### src/rtl/rename_dispatch.sv
// Dual-issue rename/dispatch stage: allocates ROB tag pairs, renames sources
// through an alias map and tracks architectural state from the ROB commit bus.
module rename_dispatch #(
  parameter int NUM_AREGS = 8,
  parameter int ROB_DEPTH = 8,
  parameter int DATA_W    = 32
) (
  input  logic              clk,
  input  logic              reset,
  input  logic              in_valid,
  output logic              in_ready,
  input  logic              in_mul_a,
  input  logic              in_mul_b,
  input  logic [2:0]        in_rd_a,
  input  logic [2:0]        in_rs1_a,
  input  logic [2:0]        in_rs2_a,
  input  logic [2:0]        in_rd_b,
  input  logic [2:0]        in_rs1_b,
  input  logic [2:0]        in_rs2_b,
  output logic              rat_new_instr,
  output logic              new_mul_a,
  output logic              new_mul_b,
  output logic [2:0]        rd_a,
  output logic [2:0]        rd_b,
  output logic [2:0]        tag_a,
  output logic [2:0]        tag_b,
  output logic [2:0]        src1a,
  output logic [2:0]        src2a,
  output logic [2:0]        src1b,
  output logic [2:0]        src2b,
  output logic              src1a_valid,
  output logic              src2a_valid,
  output logic              src1b_valid,
  output logic              src2b_valid,
  output logic [DATA_W-1:0] src1a_val,
  output logic [DATA_W-1:0] src2a_val,
  output logic [DATA_W-1:0] src1b_val,
  output logic [DATA_W-1:0] src2b_val,
  input  logic              rob_bus_trigger,
  input  logic              rob_exception_flush,
  input  logic [2:0]        rob_bus_tag,
  input  logic [DATA_W-1:0] rob_bus_value,
  output logic [3:0]        occupancy
);

  localparam int AW = $clog2(NUM_AREGS);
  localparam int TW = $clog2(ROB_DEPTH);

  typedef struct packed {
    logic              valid;
    logic [TW-1:0]     tag;
    logic [DATA_W-1:0] val;
  } src_t;

  logic [TW-1:0]                 alloc_ptr_q, alloc_ptr_d;
  logic [3:0]                    occ_q, occ_d;
  logic [NUM_AREGS-1:0]          map_busy_q, map_busy_d;
  logic [NUM_AREGS-1:0][TW-1:0]  map_tag_q, map_tag_d;
  logic [NUM_AREGS-1:0][DATA_W-1:0] arf_q, arf_d;
  logic [ROB_DEPTH-1:0][AW-1:0]  tag_dest_q, tag_dest_d;

  logic              rat_q, rat_d;
  logic              mul_a_q, mul_a_d, mul_b_q, mul_b_d;
  logic [AW-1:0]     rd_a_q, rd_a_d, rd_b_q, rd_b_d;
  logic [TW-1:0]     tag_a_q, tag_a_d, tag_b_q, tag_b_d;
  src_t [3:0]        src_q, src_d;

  logic              flush, commit, accept;
  logic [TW-1:0]     new_tag_a, new_tag_b;
  logic [AW-1:0]     commit_dest;

  // Rules 2-4 of source resolution; the intra-pair check is applied by the caller.
  function automatic src_t resolve_src(input logic [AW-1:0] r);
    src_t s;
    s = '0;
    if (map_busy_q[r] && commit && (map_tag_q[r] == rob_bus_tag)) begin
      s.valid = 1'b1;
      s.tag   = map_tag_q[r];
      s.val   = rob_bus_value;
    end else if (map_busy_q[r]) begin
      s.tag   = map_tag_q[r];
    end else begin
      s.valid = 1'b1;
      s.val   = (commit && (commit_dest == r)) ? rob_bus_value : arf_q[r];
    end
    return s;
  endfunction

  always_comb begin
    flush       = rob_bus_trigger && rob_exception_flush;
    commit      = rob_bus_trigger && !rob_exception_flush;
    in_ready    = !reset && (occ_q <= 4'(ROB_DEPTH - 2)) && !flush;
    accept      = in_valid && in_ready;
    new_tag_a   = alloc_ptr_q;
    new_tag_b   = alloc_ptr_q + TW'(1);
    commit_dest = tag_dest_q[rob_bus_tag];
  end

  always_comb begin
    alloc_ptr_d = alloc_ptr_q;
    occ_d       = occ_q;
    map_busy_d  = map_busy_q;
    map_tag_d   = map_tag_q;
    arf_d       = arf_q;
    tag_dest_d  = tag_dest_q;
    rat_d       = accept;
    mul_a_d     = mul_a_q;
    mul_b_d     = mul_b_q;
    rd_a_d      = rd_a_q;
    rd_b_d      = rd_b_q;
    tag_a_d     = tag_a_q;
    tag_b_d     = tag_b_q;
    src_d       = src_q;

    if (accept) begin
      mul_a_d  = in_mul_a;
      mul_b_d  = in_mul_b;
      rd_a_d   = in_rd_a;
      rd_b_d   = in_rd_b;
      tag_a_d  = new_tag_a;
      tag_b_d  = new_tag_b;
      src_d[0] = resolve_src(in_rs1_a);
      src_d[1] = resolve_src(in_rs2_a);
      src_d[2] = (in_rs1_b == in_rd_a) ? src_t'{1'b0, new_tag_a, '0} : resolve_src(in_rs1_b);
      src_d[3] = (in_rs2_b == in_rd_a) ? src_t'{1'b0, new_tag_a, '0} : resolve_src(in_rs2_b);
    end

    if (commit) begin
      arf_d[commit_dest] = rob_bus_value;
      if (map_busy_q[commit_dest] && (map_tag_q[commit_dest] == rob_bus_tag))
        map_busy_d[commit_dest] = 1'b0;
    end

    // Dispatch writes come after the commit clear so a new mapping survives it.
    if (accept) begin
      map_busy_d[in_rd_a]   = 1'b1;
      map_tag_d[in_rd_a]    = new_tag_a;
      map_busy_d[in_rd_b]   = 1'b1;
      map_tag_d[in_rd_b]    = new_tag_b;
      tag_dest_d[new_tag_a] = in_rd_a;
      tag_dest_d[new_tag_b] = in_rd_b;
      alloc_ptr_d           = alloc_ptr_q + TW'(2);
    end

    if (flush) begin
      occ_d      = '0;
      map_busy_d = '0;
    end else begin
      occ_d = occ_q + (accept ? 4'd2 : 4'd0) - ((commit && (occ_q != 4'd0)) ? 4'd1 : 4'd0);
    end
  end

  always_ff @(posedge clk) begin
    if (reset) begin
      alloc_ptr_q <= '0;
      occ_q       <= '0;
      map_busy_q  <= '0;
      map_tag_q   <= '0;
      arf_q       <= '0;
      tag_dest_q  <= '0;
      rat_q       <= 1'b0;
      mul_a_q     <= 1'b0;
      mul_b_q     <= 1'b0;
      rd_a_q      <= '0;
      rd_b_q      <= '0;
      tag_a_q     <= '0;
      tag_b_q     <= '0;
      src_q       <= '0;
    end else begin
      alloc_ptr_q <= alloc_ptr_d;
      occ_q       <= occ_d;
      map_busy_q  <= map_busy_d;
      map_tag_q   <= map_tag_d;
      arf_q       <= arf_d;
      tag_dest_q  <= tag_dest_d;
      rat_q       <= rat_d;
      mul_a_q     <= mul_a_d;
      mul_b_q     <= mul_b_d;
      rd_a_q      <= rd_a_d;
      rd_b_q      <= rd_b_d;
      tag_a_q     <= tag_a_d;
      tag_b_q     <= tag_b_d;
      src_q       <= src_d;
    end
  end

  assign rat_new_instr = rat_q;
  assign new_mul_a     = mul_a_q;
  assign new_mul_b     = mul_b_q;
  assign rd_a          = rd_a_q;
  assign rd_b          = rd_b_q;
  assign tag_a         = tag_a_q;
  assign tag_b         = tag_b_q;
  assign src1a         = src_q[0].tag;
  assign src2a         = src_q[1].tag;
  assign src1b         = src_q[2].tag;
  assign src2b         = src_q[3].tag;
  assign src1a_valid   = src_q[0].valid;
  assign src2a_valid   = src_q[1].valid;
  assign src1b_valid   = src_q[2].valid;
  assign src2b_valid   = src_q[3].valid;
  assign src1a_val     = src_q[0].val;
  assign src2a_val     = src_q[1].val;
  assign src1b_val     = src_q[2].val;
  assign src2b_val     = src_q[3].val;
  assign occupancy     = occ_q;

endmodule

### config.mk
export PLATFORM = sky130hd
export DESIGN_NAME = rename_dispatch
export DESIGN_NICKNAME = d
export VERILOG_FILES = /design/src/rtl/rename_dispatch.sv
export SDC_FILE = /design/constraint.sdc
export NUM_CORES = 1
export LEC_CHECK = 0
export ABC_AREA = 1
export CAP_MARGIN = 20
export CELL_PAD_IN_SITES_DETAIL_PLACEMENT = 1
export CELL_PAD_IN_SITES_GLOBAL_PLACEMENT = 1
export CORE_MARGIN = 3
export CORE_UTILIZATION = 46
export DETAILED_ROUTE_END_ITERATION = 8
export PLACE_DENSITY_LB_ADDON = 0.1
export SYNTH_ARGS = -nofsm -noshare
export SYNTH_HDL_FRONTEND = slang
export SYNTH_SLANG_ARGS = --single-unit
### constraint.sdc
create_clock -name clk -period 7.1 [get_ports clk]
set_input_delay 0.71 -clock clk [delete_from_list [all_inputs] [get_ports clk]]
set_output_delay 0.71 -clock clk [all_outputs]
set_load 0.02 [all_outputs]
# == Word level (Yosys, flattened, before mapping) ==
# Cells that the tools add are included.
# totals
reg_bits,478
mem_count,0
out_inout_bits,164
ramBits,0
word_cells,188
latch_bits,0
rom_bits,0
inputBits,60
# op_classes
order_cmp,16
div_mod_pow,0
shifts,0
eq_ne,11
bitwise,4
mul,0
muxes,78
addsub,4
n_reduce_logical,29
# op_table
cell,count
two-way mux 32 bit,13
binary-select mux 32 bit (select 3 bit),4
bitwise mux 256 bit,1
two-way mux 36 bit,6
bitwise mux 24 bit,4
demux 32 bit (select 3 bit),1
binary-select mux 3 bit (select 3 bit),6
two-way mux 3 bit,14
"< comparator 3 x 4 -> 1 bit, second input constant",10
demux 3 bit (select 3 bit),4
equality test 3 bit,11
logical AND 1 bit,24
two-way mux 8 bit,3
bitwise OR 8 bit,2
binary-select mux 1 bit (select 3 bit),5
"greater-or-equal comparator 3 x 1 -> 1 bit, second input constant",5
two-way mux 1 bit,13
demux 1 bit (select 3 bit),3
bitwise AND 8 bit,1
NOT 8 bit,1
adder 4 x 2 -> 4 bit,1
"less-or-equal comparator 4 x 3 -> 1 bit, second input constant",1
nonzero test 4 bit,1
subtractor 4 x 1 -> 4 bit,1
5 further kinds,7

# == Longest topological paths before layout ==
# logic_depth
depth_word,13
ltp_mapped,19
ltp_nobuf,18

# == Worst setup path before layout ==
# OpenSTA, ideal clock, no wires.
# synth_path
path_type,input port to flip-flop
start,input reset
end,register occ_q[3] (netlist: occupancy[3])
required_time_ns,6.972
n_path_buf,3
stages,13
arrival_ns,2.776
setup_slack_ns,4.196
setup_ns,0.128
path_cell_list,buf_2 > clkinv_1 > o2111ai_1 > inv_1 > nand2_1 > buf_2 > buf_1 > ha_1 > inv_1 > ha_1 > fa_1 > xor2_1 > nor2_1
# synth_between
elab_chain_len,7
word_cells_on_any_way,8
classes_between,add/sub (2); mux (1); reduce/logical (5)
# synth_rtl
item,line,rtl
from (decl),9,"input logic reset,"
zero test 1 bit,92,in_ready = !reset && (occ_q <= 4'(ROB_DEPTH - 2)) && !flush;
logical AND 1 bit (2 in series),92,
named net in_ready,11,"output logic in_ready,"
logical AND 1 bit,93,accept = in_valid && in_ready;
two-way mux 2 bit,149,occ_d = occ_q + (accept ? 4'd2 : 4'd0) - ((commit && (occ_q != 4'd0)) ? 4'd1 : 4'd0);
adder 4 x 2 -> 4 bit,149,
subtractor 4 x 1 -> 4 bit,149,
to (signal assigned),156,occ_q <= '0;
to (signal assigned),171,occ_q <= occ_d;
to (decl),56,"logic [3:0] occ_q, occ_d;"
# The timed path passes the listed nets, and every way through them passes these cells.
# A chain may end at the register's enable or synchronous reset.

# == Final worst setup path ==
# layout_path
start,input rob_bus_tag[0]
end,register arf_q[213] (netlist name)
# layout_between
elab_chain_len,7
word_cells_on_any_way,8
classes_between,order compare (2); mux (5); reduce/logical (1)
# layout_rtl
item,line,rtl
from (decl),41,"input logic [2:0] rob_bus_tag,"
binary-select mux 3 bit (select 3 bit) *,96,commit_dest = tag_dest_q[rob_bus_tag];
two-way mux 3 bit (implied by the code) *,96,
< comparator 3 x 4 -> 1 bit (implied by the code) / greater-or-equal comparator 3 x 1 -> 1 bit (equally long branches),129,arf_d[commit_dest] = rob_bus_value;
logical AND 1 bit (implied by the code),129,
two-way mux 32 bit (implied by the code),129,
demux 32 bit (select 3 bit) *,129,
bitwise mux 256 bit *,129,
to (signal assigned),174,arf_q <= arf_d;
to (decl),59,"logic [NUM_AREGS-1:0][DATA_W-1:0] arf_q, arf_d;"
# Every way passes the cells marked *; elsewhere a longest branch is shown, timed or not. The select of a mux whose other input is x is not followed.

==> reports/metrics.cfg <==
[sta]
fin_skew_ns=0.0387
unrepaired_setup_endpoints_after_global_routing=false
max_slew_margin_pct=21.5
worst-slew-pin-transition_ns=1.17
finalSetupViolations=0
period_share_pct=60.2
layout_min_cycle_time_ns=4.27
fin_hold_ws_ns=0.463
tns_ns=0
maxClockFrequency_mhz=234
timing.final.ws_setup_ns=2.83
timing.final.max_slew_violations=0
hold_viol_final=0

[clock_tree]
tritoncts=yes
cts_inserted_buffers=54
clock_root_cell=sky130_fd_sc_hd__clkbuf_16
postCtsSetupRepairBufs=0
later_pin_clock_latency_in_the_skew_report_ns=0.65
clock_transition_at_path_regs_ns=0.06
tritoncts_num_sinks=474
max-clock-path-buffers=3
cts.htree.levels=2
postCtsResizedCells=0
cts-hold-fix-buffers=0

[job]
cap_violations=0

[yosys]
synth.distinct_cells=44
synthesis.nets=4380
post_synth_instance_area_um2=28400
synth_area_per_cell_um2=6.59
syn_inst=4310
seq_area_frac_synth_pct=33.4
yosysWarnings=0
yosys.area.top_type_share_pct=33.4
synth_top_cells_by_area=sky130_fd_sc_hd__dfxtp_1 33%, sky130_fd_sc_hd__a21oi_1 16%, sky130_fd_sc_hd__o21ai_0 13%, sky130_fd_sc_hd__nand2_1 9.7%, sky130_fd_sc_hd__a31oi_1 4.2%
synth.largest_area_cell=sky130_fd_sc_hd__dfxtp_1
ys_seq_elements=474

[placed_design]
dp_slack_ns=2.36
buffer_ports.inserted=222
area_of_placed_instances_um2=30200
dp_hpwl_mm=83.7
place.gp.congestion=0.933

[worst_hold_path]
cell_depth_of_the_worst_min_delay_path=2
hold_path_class=flip-flop to flip-flop
hold_path_startpoint=new_mul_b$_SDFFE_PP0P_
whs_endpoint=new_mul_b$_SDFFE_PP0P_

[setup_path]
regToRegEndpoint=src2b_val[10]$_SDFFE_PP0P_
ff2ff_path_depth=16
arrival_ns=4.82
cp-end-kind=flip-flop
cp_slowest_cell=sky130_fd_sc_hd__clkdlybuf4s50_1
reg2reg_slack_ns=3.56
critPathLaunchType=primary input
crit_path_top_cell_by_count=sky130_fd_sc_hd__inv_2
worstReg2RegStart=map_tag_q[16]$_SDFFE_PP0P_
timing.critical_path.fanout_max=44
ordered_cell_list_for_the_critical_path=clkdlybuf4s50_1, inv_2, nand2_1, nand3_1, nand3_2, nand2_2, inv_2, nor2_2, inv_2, nor2_4, buf_4, o21ai_0, a21oi_1
criticalPathCategory=primary input to flip-flop
critPathMaxStageDelay_ns=0.73
cp.required_ns=7.65

[die]
coreArea_um2=60700
ios=224
num_rows=90
total_die_area_um2=64800
chipWidth_um=254
initial_cell_density_of_the_core_pct=46.8
chipHeight_um=254

[power_and_ir_drop]
p_int_mw=5.03
pwr_density_cell_nw_per_um2=233
p_switching_mw=2.45
ir_worst_vdd_mv=0.198
power.share.switching_pct=32.8
share_seq_of_total_power_pct=38.8
power.combinational.fraction_pct=20.5
static_leakage_nw=11.0
power_frac_clock_pct=40.7

[layout]
final_cell_mix=918 x sky130_fd_sc_hd__a21oi_1, 741 x sky130_fd_sc_hd__o21ai_0, 734 x sky130_fd_sc_hd__nand2_1, 474 x sky130_fd_sc_hd__dfxtp_1, 219 x sky130_fd_sc_hd__inv_1
design_area_um2=32200
finish.net_count=4290
fill_cell_count=7968
layout.area.seq_um2=9490
area_of_the_multi_input_gates_um2=16100
area.growth.synth_to_final_pct=13.2
layout_commonest_cell=sky130_fd_sc_hd__a21oi_1
post_route_cells_drive_above_1_share_pct=5.93

[status]
result_of_the_run=finished clean

[global_route]
pin_count_of_the_biggest_net_entering_global_routing=111
grt_util_all_layers_pct=40.7
grt_antenna_before_repair=8
grt_pass1_vias=32145
grt_overflow_total=0
grt_first_pass_wirelength_mm=203

[detailed_routing]
routedWlPerCell_um=27.1
detailedRoute.firstPassIterationCount=6
route.antenna.remaining_nets=0
drcViolationCount=0
dr_total_vias=34053
dr_iter_0_viols=4204
route.detailed.vias_per_inst=6.74
detail_route.wirelength_mm=137

==> flip-flops by register name (all words and copies together) (netlist names), 2 cells and up <==
name	count
arf_q	256
src1a_val	32
src1b_val	32
src2a_val	32
src2b_val	32
map_tag_q	24
tag_dest_q	24
map_busy_q	8
occupancy	4
rd_a	3
rd_b	3
src1a	3
src1b	3
src2a	3
src2b	3
alloc_ptr_q	2
tag_b	2
==> per-layer routing <==
metal,vias up,part of all wire [%],GRT usage [%]
li1,15024,-,-
met1,16542,41,55.6
met2,2066,42,59.3
met3,411,13,11.8
met4,10,4.4,18.4
met5,-,0.048,0
==> critical path, delay by kind of cell <==
kind	cells	cell delay (ns)
simple gates	6	1.54
compound gates	2	0.40
buf+inv	5	2.13
==> Yosys cell counts (all sizes together) <==
| cell type | count |
|---|---|
| nor3 | 2 |
| o31ai | 1 |
| clkbuf | 255 |
| o211ai | 46 |
| o2111ai | 3 |
| a211oi | 2 |
| nand3 | 198 |
| fa | 1 |
| a21oi | 927 |
| o21a | 3 |
| ha | 9 |
| buf | 171 |
| nor2 | 75 |
| conb | 1 |
| a31oi | 191 |
| o21ai | 781 |
| nor4 | 1 |
| and2 | 1 |
| a31o | 1 |
| inv | 239 |
| o22ai | 3 |
| a22oi | 4 |
| a221oi | 126 |
| xnor2 | 3 |
| clkinv | 34 |
| nand4 | 2 |
| dfxtp | 474 |
| nand2 | 745 |
| xor2 | 5 |
| o32ai | 6 |
==> stage by stage <==
step / total power [mW] / instances / utilization (%)
after floorplan: 3.83 / 4310 / -
after CTS: 7.44 / 5044 / 52.8
after global routing: 7.73 / 5047 / 53.0
after detailed placement: 4.42 / 4943 / 49.7
final: 7.48 / 5049 / 53.0
after global placement: 4.39 / 4943 / 49.7
==> area by class of cell <==
cell class | instances | area share, %
multi-input cells | 3137 | 50.0
diodes | 2 | 0.0156
clock inverters | 20 | 0.837
flip-flops and latches | 474 | 29.5
inverters | 273 | 3.24
well taps | 782 | 3.04
repair buffers | 280 | 8.36
clock buffers | 81 | 5.02
==> kinds of logic (layout without fill, tap and decap cells) <==
group / Yosys count / after routing / synth area share, %
flops: 474 / 474 / 33.4
compound gates: 2094 / 2094 / 40.3
other cells: 1 / 3 / 0.0132
buf+inv: 699 / 654 / 10.3
simple gates: 1024 / 1024 / 15.2
xor+xnor: 8 / 8 / 0.247
fa+ha+maj: 10 / 10 / 0.467
==> how the worst max path moves through the flow <==
stage	startpoint	to	slack, ns	cells past startpoint
3_5_place_dp	rob_bus_tag[0]	map_busy_q[4]$_SDFF_PP0_	2.36	14
2_1_floorplan	reset	occupancy[3]$_SDFF_PP0_	4.20	13
4_1_cts	rob_bus_tag[0]	arf_q[89]$_SDFFE_PP0P_	2.97	13
5_1_grt	rob_bus_tag[0]	arf_q[213]$_SDFFE_PP0P_	2.66	13
3_3_place_gp	rob_bus_tag[0]	map_busy_q[4]$_SDFF_PP0_	2.43	14
6_report	rob_bus_tag[0]	arf_q[213]$_SDFFE_PP0P_	2.83	13
==> power by group through the flow <==
stage | Clock, mW | Sequential (mW) | Combinational, mW
global route | 3.17 | 2.92 | 1.64
finish | 3.04 | 2.91 | 1.53
CTS | 3.06 | 2.90 | 1.48
detailed placement | 0 | 2.96 | 1.47
global placement | 0 | 2.96 | 1.44
floorplan | 0 | 3.00 | 0.834
Note: power is estimated with default switching activity, not from simulation.
